--- src/rtl/period_meter_pkg.sv ---
// ============================================================================
// Module      : period_meter_pkg
// Description : Shared state encoding and sizing constants for period_meter.
// Revision    : 1.0 - initial release
// ============================================================================
`default_nettype none

package period_meter_pkg;

   localparam int unsigned c_CW_DEFAULT = 16;
   localparam int unsigned c_SYNC_DEPTH = 2;

   typedef enum logic [0:0] {
      ST_IDLE    = 1'b0,
      ST_MEASURE = 1'b1
   } state_t;

endpackage

`default_nettype wire

--- src/rtl/sig_sync.sv ---
// ============================================================================
// Module      : sig_sync
// Description : DEPTH-flop synchronizer for a single asynchronous bit.
// Revision    : 1.0 - initial release
// ============================================================================
`default_nettype none

module sig_sync #(
   parameter int unsigned DEPTH = 2
) (
   input  logic clk_i,
   input  logic rst_ni,
   input  logic d_i,
   output logic q_o
);

   logic [DEPTH-1:0] sync_q;

   always_ff @(posedge clk_i or negedge rst_ni) begin
      if (!rst_ni) begin
         sync_q <= '0;
      end else begin
         sync_q <= {sync_q[DEPTH-2:0], d_i};
      end
   end

   assign q_o = sync_q[DEPTH-1];

endmodule

`default_nettype wire

--- src/rtl/period_meter.sv ---
// ============================================================================
// Module      : period_meter
// Description : Measures SIG_IN rising-edge period in CLK cycles and presents
//               each result on a single-entry valid/ready slot. Define
//               PERIOD_METER_SYNC_EN to add a two-flop input synchronizer.
// Revision    : 1.0 - initial release
// ============================================================================
`default_nettype none

module period_meter
   import period_meter_pkg::*;
#(
   parameter int unsigned CW = c_CW_DEFAULT
) (
   input  logic          CLK,
   input  logic          RST_N,
   input  logic          SIG_IN,
   input  logic          PERIOD_READY,
   output logic [CW-1:0] PERIOD,
   output logic          PERIOD_SAT,
   output logic          PERIOD_VALID,
   output logic          OVERFLOW,
   output logic          LED
);

   localparam logic [CW-1:0] c_MAX = '1;
   localparam logic [CW-1:0] c_ONE = CW'(1);

   logic w_sig;

`ifdef PERIOD_METER_SYNC_EN
   localparam int unsigned c_VLD_W = c_SYNC_DEPTH + 2;

   sig_sync #(
      .DEPTH (c_SYNC_DEPTH)
   ) u_sig_sync (
      .clk_i  (CLK),
      .rst_ni (RST_N),
      .d_i    (SIG_IN),
      .q_o    (w_sig)
   );
`else
   localparam int unsigned c_VLD_W = 2;

   assign w_sig = SIG_IN;
`endif

   // vld_q tracks how far genuine post-reset samples have travelled down the
   // input path, so a level already high at reset release never looks like
   // an edge against the zeroed flops.
   logic [c_VLD_W-1:0] vld_q;
   logic               samp_q;
   logic               prev_q;
   logic               w_rise;

   always_ff @(posedge CLK or negedge RST_N) begin
      if (!RST_N) begin
         vld_q  <= '0;
         samp_q <= 1'b0;
         prev_q <= 1'b0;
      end else begin
         vld_q  <= {vld_q[c_VLD_W-2:0], 1'b1};
         samp_q <= w_sig;
         prev_q <= samp_q;
      end
   end

   assign w_rise = samp_q & ~prev_q & vld_q[c_VLD_W-1];

   state_t          state_q, state_d;
   logic [CW-1:0]   count_q, count_d;
   logic            sat_q, sat_d;
   logic            w_emit;

   always_ff @(posedge CLK or negedge RST_N) begin
      if (!RST_N) begin
         state_q <= ST_IDLE;
         count_q <= '0;
         sat_q   <= 1'b0;
      end else begin
         state_q <= state_d;
         count_q <= count_d;
         sat_q   <= sat_d;
      end
   end

   always_comb begin
      state_d = state_q;
      count_d = count_q;
      sat_d   = sat_q;
      w_emit  = 1'b0;
      case (state_q)
         ST_IDLE: begin
            if (w_rise) begin
               count_d = c_ONE;
               sat_d   = 1'b0;
               state_d = ST_MEASURE;
            end
         end
         ST_MEASURE: begin
            if (w_rise) begin
               w_emit  = 1'b1;
               count_d = c_ONE;
               sat_d   = 1'b0;
            end else begin
               count_d = (count_q == c_MAX) ? c_MAX : count_q + c_ONE;
               sat_d   = (count_d == c_MAX);
            end
         end
         default: begin
            state_d = ST_IDLE;
         end
      endcase
   end

   logic [CW-1:0] period_q, period_d;
   logic          psat_q, psat_d;
   logic          valid_q, valid_d;
   logic          ovf_q, ovf_d;
   logic          led_q, led_d;

   always_ff @(posedge CLK or negedge RST_N) begin
      if (!RST_N) begin
         period_q <= '0;
         psat_q   <= 1'b0;
         valid_q  <= 1'b0;
         ovf_q    <= 1'b0;
         led_q    <= 1'b0;
      end else begin
         period_q <= period_d;
         psat_q   <= psat_d;
         valid_q  <= valid_d;
         ovf_q    <= ovf_d;
         led_q    <= led_d;
      end
   end

   // A slot being drained this cycle counts as free for the new result.
   always_comb begin
      period_d = period_q;
      psat_d   = psat_q;
      valid_d  = valid_q;
      ovf_d    = ovf_q;
      led_d    = led_q;
      if (w_emit) begin
         if (!valid_q || PERIOD_READY) begin
            period_d = count_q;
            psat_d   = sat_q;
            valid_d  = 1'b1;
            led_d    = ~led_q;
         end else begin
            ovf_d    = 1'b1;
         end
      end else if (valid_q && PERIOD_READY) begin
         valid_d = 1'b0;
      end
   end

   assign PERIOD       = period_q;
   assign PERIOD_SAT   = psat_q;
   assign PERIOD_VALID = valid_q;
   assign OVERFLOW     = ovf_q;
   assign LED          = led_q;

endmodule

`default_nettype wire

--- config.mk ---
export PLATFORM = sky130hd
export DESIGN_NAME = period_meter
export DESIGN_NICKNAME = d
export VERILOG_FILES = /design/src/rtl/period_meter_pkg.sv /design/src/rtl/sig_sync.sv /design/src/rtl/period_meter.sv
export SDC_FILE = /design/constraint.sdc
export NUM_CORES = 1
export LEC_CHECK = 0
export ABC_AREA = 0
export CORE_UTILIZATION = 49
export CTS_CLUSTER_SIZE = 24
export DETAILED_ROUTE_END_ITERATION = 16
export HOLD_SLACK_MARGIN = 0.06
export PLACE_DENSITY = 0.75
export SLEW_MARGIN = 40
export SYNTH_ARGS = -nofsm -noshare
export SYNTH_HDL_FRONTEND = slang
export SYNTH_SLANG_ARGS = --single-unit
--- constraint.sdc ---
create_clock -name CLK -period 1.5 [get_ports CLK]
set_input_delay 0.375 -clock CLK [delete_from_list [all_inputs] [get_ports CLK]]
set_output_delay 0.375 -clock CLK [all_outputs]
set_load 0.005 [all_outputs]
Word-level counts from Yosys, hierarchy flattened
Cells that the tools add are included.
- bits in registers: 42
- memory bits (writable): 0
- logic and storage cells: 42
- latch bits: 0
- memory bits (read-only): 0
- input bits: 4
- memories: 0
- order comparisons: 0
- multiply operators: 0
- shifts and indexed selects: 0
- reduce and logical (&&, ||, !) cells: 7
- eq/ne operators: 4
- div/mod/pow operators: 0
- bitwise gates (word level): 6
- muxes and demuxes: 13
- $add $sub $neg: 1
- operators with widths (operator ; count):
    16-bit 2-to-1 mux ; 3
    16-bit equality test, second input constant ; 2
    16-bit case mux with 2 select lines ; 1
    16-bit by 1-bit adder with 16-bit output, second input constant ; 1
    1-bit 2-to-1 mux ; 8
    2-bit AND reduction ; 3
    1-bit inverter ; 4
    1-bit AND ; 2
    2-bit by 1-bit != test with 1-bit output, second input constant ; 1
    2-bit != test, second input constant ; 1
    1-bit case mux with 2 select lines ; 1
    2-bit nonzero test ; 1
    1-bit logical AND ; 1
    1-bit zero test ; 1
    1-bit logical OR ; 1

Logic depth before layout (Yosys ltp)
Gate-level depths: netlist (run 1).
- depth after elaboration: 7
- mapped depth: 6
- mapped depth without buffers: 6

Least setup slack after synthesis (run 1)
OpenSTA, ideal clock, no wires.
- kind: reg2reg
- from: reg count_q[2]
- to: reg sat_q
- period minus slack after synthesis: 1494 ps
- path slack: 6 ps
- path buffers: 1
- required time: 1379 ps
- arrival: 1373 ps
- stages on the path, launching flop included: 7
- path through: dfrtp_1 -> buf_4 -> and4_4 -> and4_4 -> xor2_1 -> a41o_1 -> a22o_1
- word-level cells in the longest chain between the ends: 5
- elaborated cells between the ends (all ways): 6
- ends and longest elaborated chain (what ; line ; RTL):
    start, declared ; period_meter.sv:71 ; logic [CW-1:0] count_q, count_d;
    start signal, assigned ; period_meter.sv:82 ; count_q <= count_d;
    16-bit by 1-bit adder with 16-bit output / 16-bit equality test (equally long branches) ; period_meter.sv:106 ; count_d = (count_q == c_MAX) ? c_MAX : count_q + c_ONE;
    16-bit 2-to-1 mux * ; period_meter.sv:106 ;
    16-bit equality test * ; period_meter.sv:107 ; sat_d = (count_d == c_MAX);
    1-bit 2-to-1 mux * ; period_meter.sv:101 ; if (w_rise) begin
    1-bit case mux with 2 select lines * ; period_meter.sv:92 ; case (state_q)
    end signal, assigned ; period_meter.sv:83 ; sat_q <= sat_d;
    end, declared ; period_meter.sv:72 ; logic sat_q, sat_d;
Mark *: on every way between the ends. The rest lies on a longest branch, timed or not.
A chain may end at the register's enable or synchronous reset.

Final worst setup path (run 1)
- from: reg count_q[0]
- to: reg count_q[10]
- word-level cells in the longest chain between the ends: 4
- elaborated cells between the ends (all ways): 5
- ends and longest elaborated chain (what ; line):
    16-bit by 1-bit adder with 16-bit output / 16-bit equality test (equally long branches) ; period_meter.sv:106
    16-bit 2-to-1 mux * ; period_meter.sv:106
    16-bit 2-to-1 mux * ; period_meter.sv:101
    16-bit case mux with 2 select lines * ; period_meter.sv:92
Marks and branches as above.

==> summary.md, run 1 <==
| Metric | Value |
|---|---|
| Tcrit/Tclk final | 102% |
| Final instance area | 0.00263 mm^2 |
| IO Count | 24 |
| Top cells by area, synth | dfrtp_1, mux2_2, nor2_1, nand2_1, a21oi_1 |
| Part of the power in registers | 46.7% |
| Crit path capture type | flip-flop |
| Final non-filler cell total | 277 |
| WL final | 4580 um |
| Cell taking the most area after synthesis | dfrtp_1 |
| Flop-to-flop setup slack | -20 ps |
| Layout cell share with drive strength beyond 1 | 35.8% |
| Yosys reg bits | 42 |
| Power Total | 0.00304 W |
| Clk buf depth | 2 |
| Commonest non-fill, non-tap cell in the layout | dfrtp_1 |
| DRT Pass-1 Iters | 4 |
| Most frequent cells in the layout | dfrtp_1, buf_4, dlygate4sd2_1 |
| RSZ-0062 raised after global routing | true |
| Clock transition at path regs | 70 ps |
| Cell area power density | 1160 mW/mm^2 |
| Worst Clk Skew | 5.09 ps |
| Maxcap violations | 0 |
| Overall Global Routing Usage | 23.5% |
| Area grow syn2layout | 36.8% |
| Gr ovfl total | 0 |
| Clock latency on the worst-skew pair | 290 ps |
| DRC | 0 |
| Final setup violation count | 1 |
| Critical Path AT | 1700 ps |
| Initial DRC Count | 101 |
| Setup WS post-layout | -23.1 ps |
| Synth unique cells | 42 |
| Post-Syn Nets | 174 |
| Comb power frac | 29.3% |
| Core area | 0.00372 mm^2 |
| Switch Pwr | 0.000878 W |
| IO buf count | 23 |
| Setup Crit Path Kind | reg2reg |
| Largest net degree at the start of global routing | 19 |
| Synth warn | 0 |
| Fillers | 295 |
| Num rows | 22 |
| HP Class | reg2reg |
| Sequential area share after synthesis | 54.7% |
| Syn Area/Cell | 11.4 um^2 |
| Pins Over Slew Limit | 0 |
| Clk pwr share | 24.0% |
| Via-per-instance ratio | 5.69 |
| Die Width | 64.6 um |
| CTS buffer count | 5 |
| Top_reg_cell synth | dfrtp_1 |
| Die Y | 64.6 um |
| Internal Pwr Total | 0.00216 W |
| Startpoint class of the critical path | flip-flop |
| # H-tree levels | 2 |
| Vias | 1576 |
| Number of global-route vias before repair | 1575 |
| Starting Density | 51.7% |
| Cell count after synthesis | 169 |
| Endpoints failing hold | 0 |
| Die ar. | 0.00418 mm^2 |
| Post-DR wirelength/cell | 16.5 um |
| WP data required | 1670 ps |
| Antenna violations before repair | 0 |
| Worst vdd ir | 0.969 mV |
| HPWL Detailed | 3110 um |
| Peak Freq | 0.657 GHz |
| Placed insts | 263 |
| Failing checks | setup timing |
| Gp weighted congestion | 0.930 |
| Placed cell areas | 0.00242 mm^2 |
| Hold_sp | vld_q[0] |
| CTS Root Cell | clkbuf_8 |
| Worst r2r src | count_q[0] |
| Final worst path period need | 1520 ps |
| Switching part of the total power | 28.9% |
| Mapped Area | 0.00192 mm^2 |
| Status | finished with violations |
| Clock sink count | 42 |
| Ant diodes | 0 |
| Antenna viol nets, final | 0 |
| Global-route wire length before repair | 7310 um |
| Post-synth top area share | 54.7% |
| Post-synth EDFFs | 0 |
| CTS tree | done |
| Ys async rst share | 100% |
| Crit path max fanout | 7 |
| Layout Nets | 233 |
| Static Leakage | 1.30 nW |
| Critical Path Source | count_q[0] |
[registers in the layout, indices dropped and copies added (netlist names)]
register / count
samp_q: 1
PERIOD_VALID: 1
count_q: 16
prev_q: 1
LED: 1
PERIOD_SAT: 1
sat_q: 1
OVERFLOW: 1
PERIOD: 16
state_q: 1
vld_q: 2
[through the flow]
stage	setup WS, ps	utilization (%)	setup TNS (ps)	hold slack, ps
finish	-23.1	70.7	-23.1	357
floorplan	5.81	-	0	79.4
global route	-73.2	70.7	-141	363
global placement	-262	65.2	-4600	298
CTS	-8.32	67.9	-8.32	360
detailed placement	-294	65.2	-5310	307
[critical path, cell delays in order, from the launching register on]
cell      delay (ps)
dfrtp_1          440
ha_4             230
nand3_4          120
nor2_8           190
nor2_4            70
a311oi_1         350
[cells by family (layout without fill, tap and decap cells)]
| logic type | Yosys count | in the layout | synth area share, % |
|---|---|---|---|
| simple gates | 60 | 60 | 18.6 |
| flops | 42 | 42 | 54.7 |
| compound gates | 31 | 31 | 10.7 |
| mux | 18 | 18 | 10.5 |
| buf+inv | 12 | 72 | 2.86 |
| xor+xnor | 4 | 4 | 1.82 |
| fa+ha+maj | 1 | 1 | 0.651 |
| other cells | 1 | 1 | 0.195 |
[layer usage]
layer | vias up | global-route usage (%) | part of all wire [%]
met4 | 0 | 11.9 | 2.3
li1 | 728 | - | -
met2 | 43 | 38.3 | 51
met5 | - | 0 | 0
met1 | 793 | 29.9 | 42
met3 | 12 | 4.23 | 4.1
[final timing paths]
| path | endpoint | cells past startpoint |
|---|---|---|
| setup reg to reg | count_q[10] | 5 |
| min in group asynchronous | PERIOD[6] | 2 |
| hold reg to reg | vld_q[1] | 0 |
| hold / removal | vld_q[1] | 0 |
| max in group asynchronous | PERIOD[15] | 3 |
| setup / recovery | count_q[10] | 5 |
[synthesized netlist by cell type (all sizes together) (2+ instances only)]
cell type	count
nand2b	2
buf	4
a311oi	2
and3	6
nor4	3
inv	5
nand4	2
nand3	7
nor2	16
and4	5
nand2	11
dfrtp	42
xor2	2
a21oi	7
a31oi	5
a221oi	2
o21ai	9
xnor2	2
nor3	6
mux2	17
clkbuf	3
[final cells by class]
| type | instances | area, um^2 | area share [%] |
|---|---|---|---|
| inverters | 5 | 18.8 | 0.714 |
| flip-flops and latches | 42 | 1050 | 40.0 |
| multi-input cells | 115 | 872 | 33.2 |
| repair buffers | 59 | 536 | 20.4 |
| clock inverters | 1 | 5.00 | 0.190 |
| well taps | 48 | 60.1 | 2.28 |
| clock buffers | 7 | 86.3 | 3.28 |
[power by group through the flow]
stage	combinational, W	sequential (W)	clock (W)
floorplan	0.000362	0.00145	0
global placement	0.000816	0.00142	0
detailed placement	0.000837	0.00143	0
CTS	0.000826	0.00141	0.000745
global route	0.000960	0.00145	0.000789
finish	0.000891	0.00142	0.000730
[timing repair]
action	in CTS	in global routing
hold buffers	1	0
pin swaps	0	4
cloned	0	2
endpoints found under the setup margin	34	25
endpoints found under the hold margin	14	0
buffers inserted	2	1
resized for setup	22	13
No activity file was read; power rests on OpenSTA's default activity.
==> run 2, diff against run 1 <==
- MAX_ROUTING_LAYER: not set -> met4
==> summary.md, run 2 (synthesis gave the netlist of run 1 again) <==
| Metric | Value |
|---|---|
| Num rows | 22 (unchanged) |
| Clock latency on the worst-skew pair | 280 ps (was 290 ps) |
| Setup WS post-layout | 1.28 ps (was -23.1 ps) |
| Gp weighted congestion | 0.944 (was 0.930) |
| Worst vdd ir | 0.840 mV (was 0.969 mV) |
| Gr ovfl total | 0 (unchanged) |
| Crit path capture type | flip-flop (unchanged) |
| Layout Nets | 236 (was 233) |
| Critical-path cell list | clkdlybuf4s50_1 -> nand2b_4 -> and3_4 -> clkbuf_16 -> mux2_4 (was ha_4 -> nand3_4 -> nor2_8 -> nor2_4 -> a311oi_1) |
| Static Leakage | 1.33 nW (was 1.30 nW) |
| Via-per-instance ratio | 5.51 (was 5.69) |
| Initial DRC Count | 136 (was 101) |
| Global-route wire length before repair | 7110 um (was 7310 um) |
| WP data required | 1670 ps (about the same) |
| # H-tree levels | 2 (unchanged) |
| Placed cell areas | 0.00243 mm^2 (was 0.00242 mm^2) |
| Worst Clk Skew | 1.88 ps (was 5.09 ps) |
| Core area | 0.00372 mm^2 (unchanged) |
| Setup tns final | 0 ps (was -23.1 ps) |
| IO buf count | 23 (unchanged) |
| Commonest non-fill, non-tap cell in the layout | dfrtp_1 (unchanged) |
| Placed insts | 262 (was 263) |
| Maxcap violations | 0 (unchanged) |
| HPWL Detailed | 3170 um (was 3110 um) |
| Number of global-route vias before repair | 1513 (was 1575) |
| CTS buffer count | 5 (unchanged) |
| Endpoints failing hold | 0 (unchanged) |
| Clock sink count | 42 (unchanged) |
| Pins Over Slew Limit | 0 (unchanged) |
| Critical Path AT | 1670 ps (was 1700 ps) |
| Final non-filler cell total | 280 (was 277) |
| Startpoint class of the critical path | input port (was flip-flop) |
| Cell area power density | 1150 mW/mm^2 (was 1160 mW/mm^2) |
| Antenna violations before repair | 0 (unchanged) |
| Vias | 1542 (was 1576) |
| Fillers | 268 (was 295) |
| Slowest stage cell, crit path | clkdlybuf4s50_1 (was dfrtp_1) |
| DRT Pass-1 Iters | 4 (unchanged) |
| Crit-path max cell delay | 460 ps (was 440 ps) |
| Most frequent cells in the layout | dfrtp_1, buf_4, dlygate4sd2_1 (unchanged) |
| CTS tree | done (unchanged) |
| Buf+Inv Stages, Crit Path | 2 (was 0) |
| Power Total | 0.00311 W (was 0.00304 W) |
| Final worst path period need | 1500 ps (was 1520 ps) |
| DP Worst Slack | -314 ps (was -294 ps) |
| Tcrit/Tclk final | 99.9% (was 102%) |
| WL final | 4740 um (was 4580 um) |
| Clk buf depth | 2 (unchanged) |
| CTS Root Cell | clkbuf_8 (unchanged) |
| Peak Freq | 0.667 GHz (was 0.657 GHz) |
| Antenna viol nets, final | 0 (unchanged) |
| Overall Global Routing Usage | 23.4% (was 23.5%) |
| Layout cell share with drive strength beyond 1 | 36.6% (was 35.8%) |
| Final setup violation count | 0 (was 1) |
| Area grow syn2layout | 40.9% (was 36.8%) |
| DRC | 0 (unchanged) |
| Crit path max fanout | 5 (was 7) |
| Die Width | 64.6 um (unchanged) |
| Die Y | 64.6 um (unchanged) |
| Post-DR wirelength/cell | 16.9 um (was 16.5 um) |
| CP delay by family, top | buffers and inverters (was flip-flops) |
| Die ar. | 0.00418 mm^2 (unchanged) |
| HP Class | reg2reg (unchanged) |
| Clock transition at path regs | 70 ps (about the same) |
| Status | complete, no violations (was finished with violations) |
| Ant diodes | 0 (unchanged) |
| Starting Density | 51.7% (unchanged) |
| RSZ-0062 raised after global routing | true (unchanged) |
| Setup Crit Path Kind | in2reg (was reg2reg) |
| Largest net degree at the start of global routing | 20 (was 19) |
| IO Count | 24 (unchanged) |
| Final instance area | 0.00271 mm^2 (was 0.00263 mm^2) |
==> run 2: cell types whose count changed in the layout (fill, tap and decap cells not counted), moves of 2 or more <==
cell,previous run,this run
mux2_2,17,3
nor2_1,12,14
nor2_2,2,0
buf_4,31,33
mux2_4,0,14
==> run 2: area by class of cell <==
class	count	area (um^2)	area share, %
flip-flops and latches	42	1050	38.8
well taps	48	60.1	2.22
multi-input cells	115	932	34.4
clock inverters	1	5.00	0.185
clock buffers	7	86.3	3.19
repair buffers	62	554	20.5
inverters	5	18.8	0.693
==> run 2: routing by layer <==
layer  up-vias  GRT usage (%)  wire, um
met3         8           5.46       162
met2        44           38.3      2430
met4         0           6.11        45
li1        732              -         -
met1       758           29.4      2110
met5         -              -         0
==> run 2: worst paths after layout <==
kind,slack (ps),endpoint,cells past startpoint,start
min reg2reg,350,vld_q[1],0,vld_q[0]
max reg2reg,1,sat_q,5,count_q[5]
min in group asynchronous,530,PERIOD[5],2,RST_N
max in group asynchronous,500,PERIOD[13],3,RST_N
min,350,vld_q[1],0,vld_q[0]
max,1,PERIOD[0],5,PERIOD_READY
==> run 2: per-stage QoR <==
step,hold WS [ps],util (%)
2_1_floorplan,79.4,-
3_3_place_gp,297,65.3
3_5_place_dp,309,65.3
4_1_cts,357,68.4
5_1_grt,370,72.9
6_report,353,72.9
==> run 2: where the power goes <==
group	switching, W	total [W]	internal, W
logic	0.000419	0.000977	0.000558
registers	0.000113	0.00142	0.00131
clock network	0.000347	0.000717	0.000371
==> run 2: timing repair <==
action / 4_1_cts / 5_1_grt
resized for setup: 22 / 25
buffers inserted: 4 / 3
endpoints found under the setup margin: 34 / 21
cloned: 0 / 2
hold endpoints to repair: 14 / 0
pin swaps: 0 / 2
hold buffers: 1 / 0
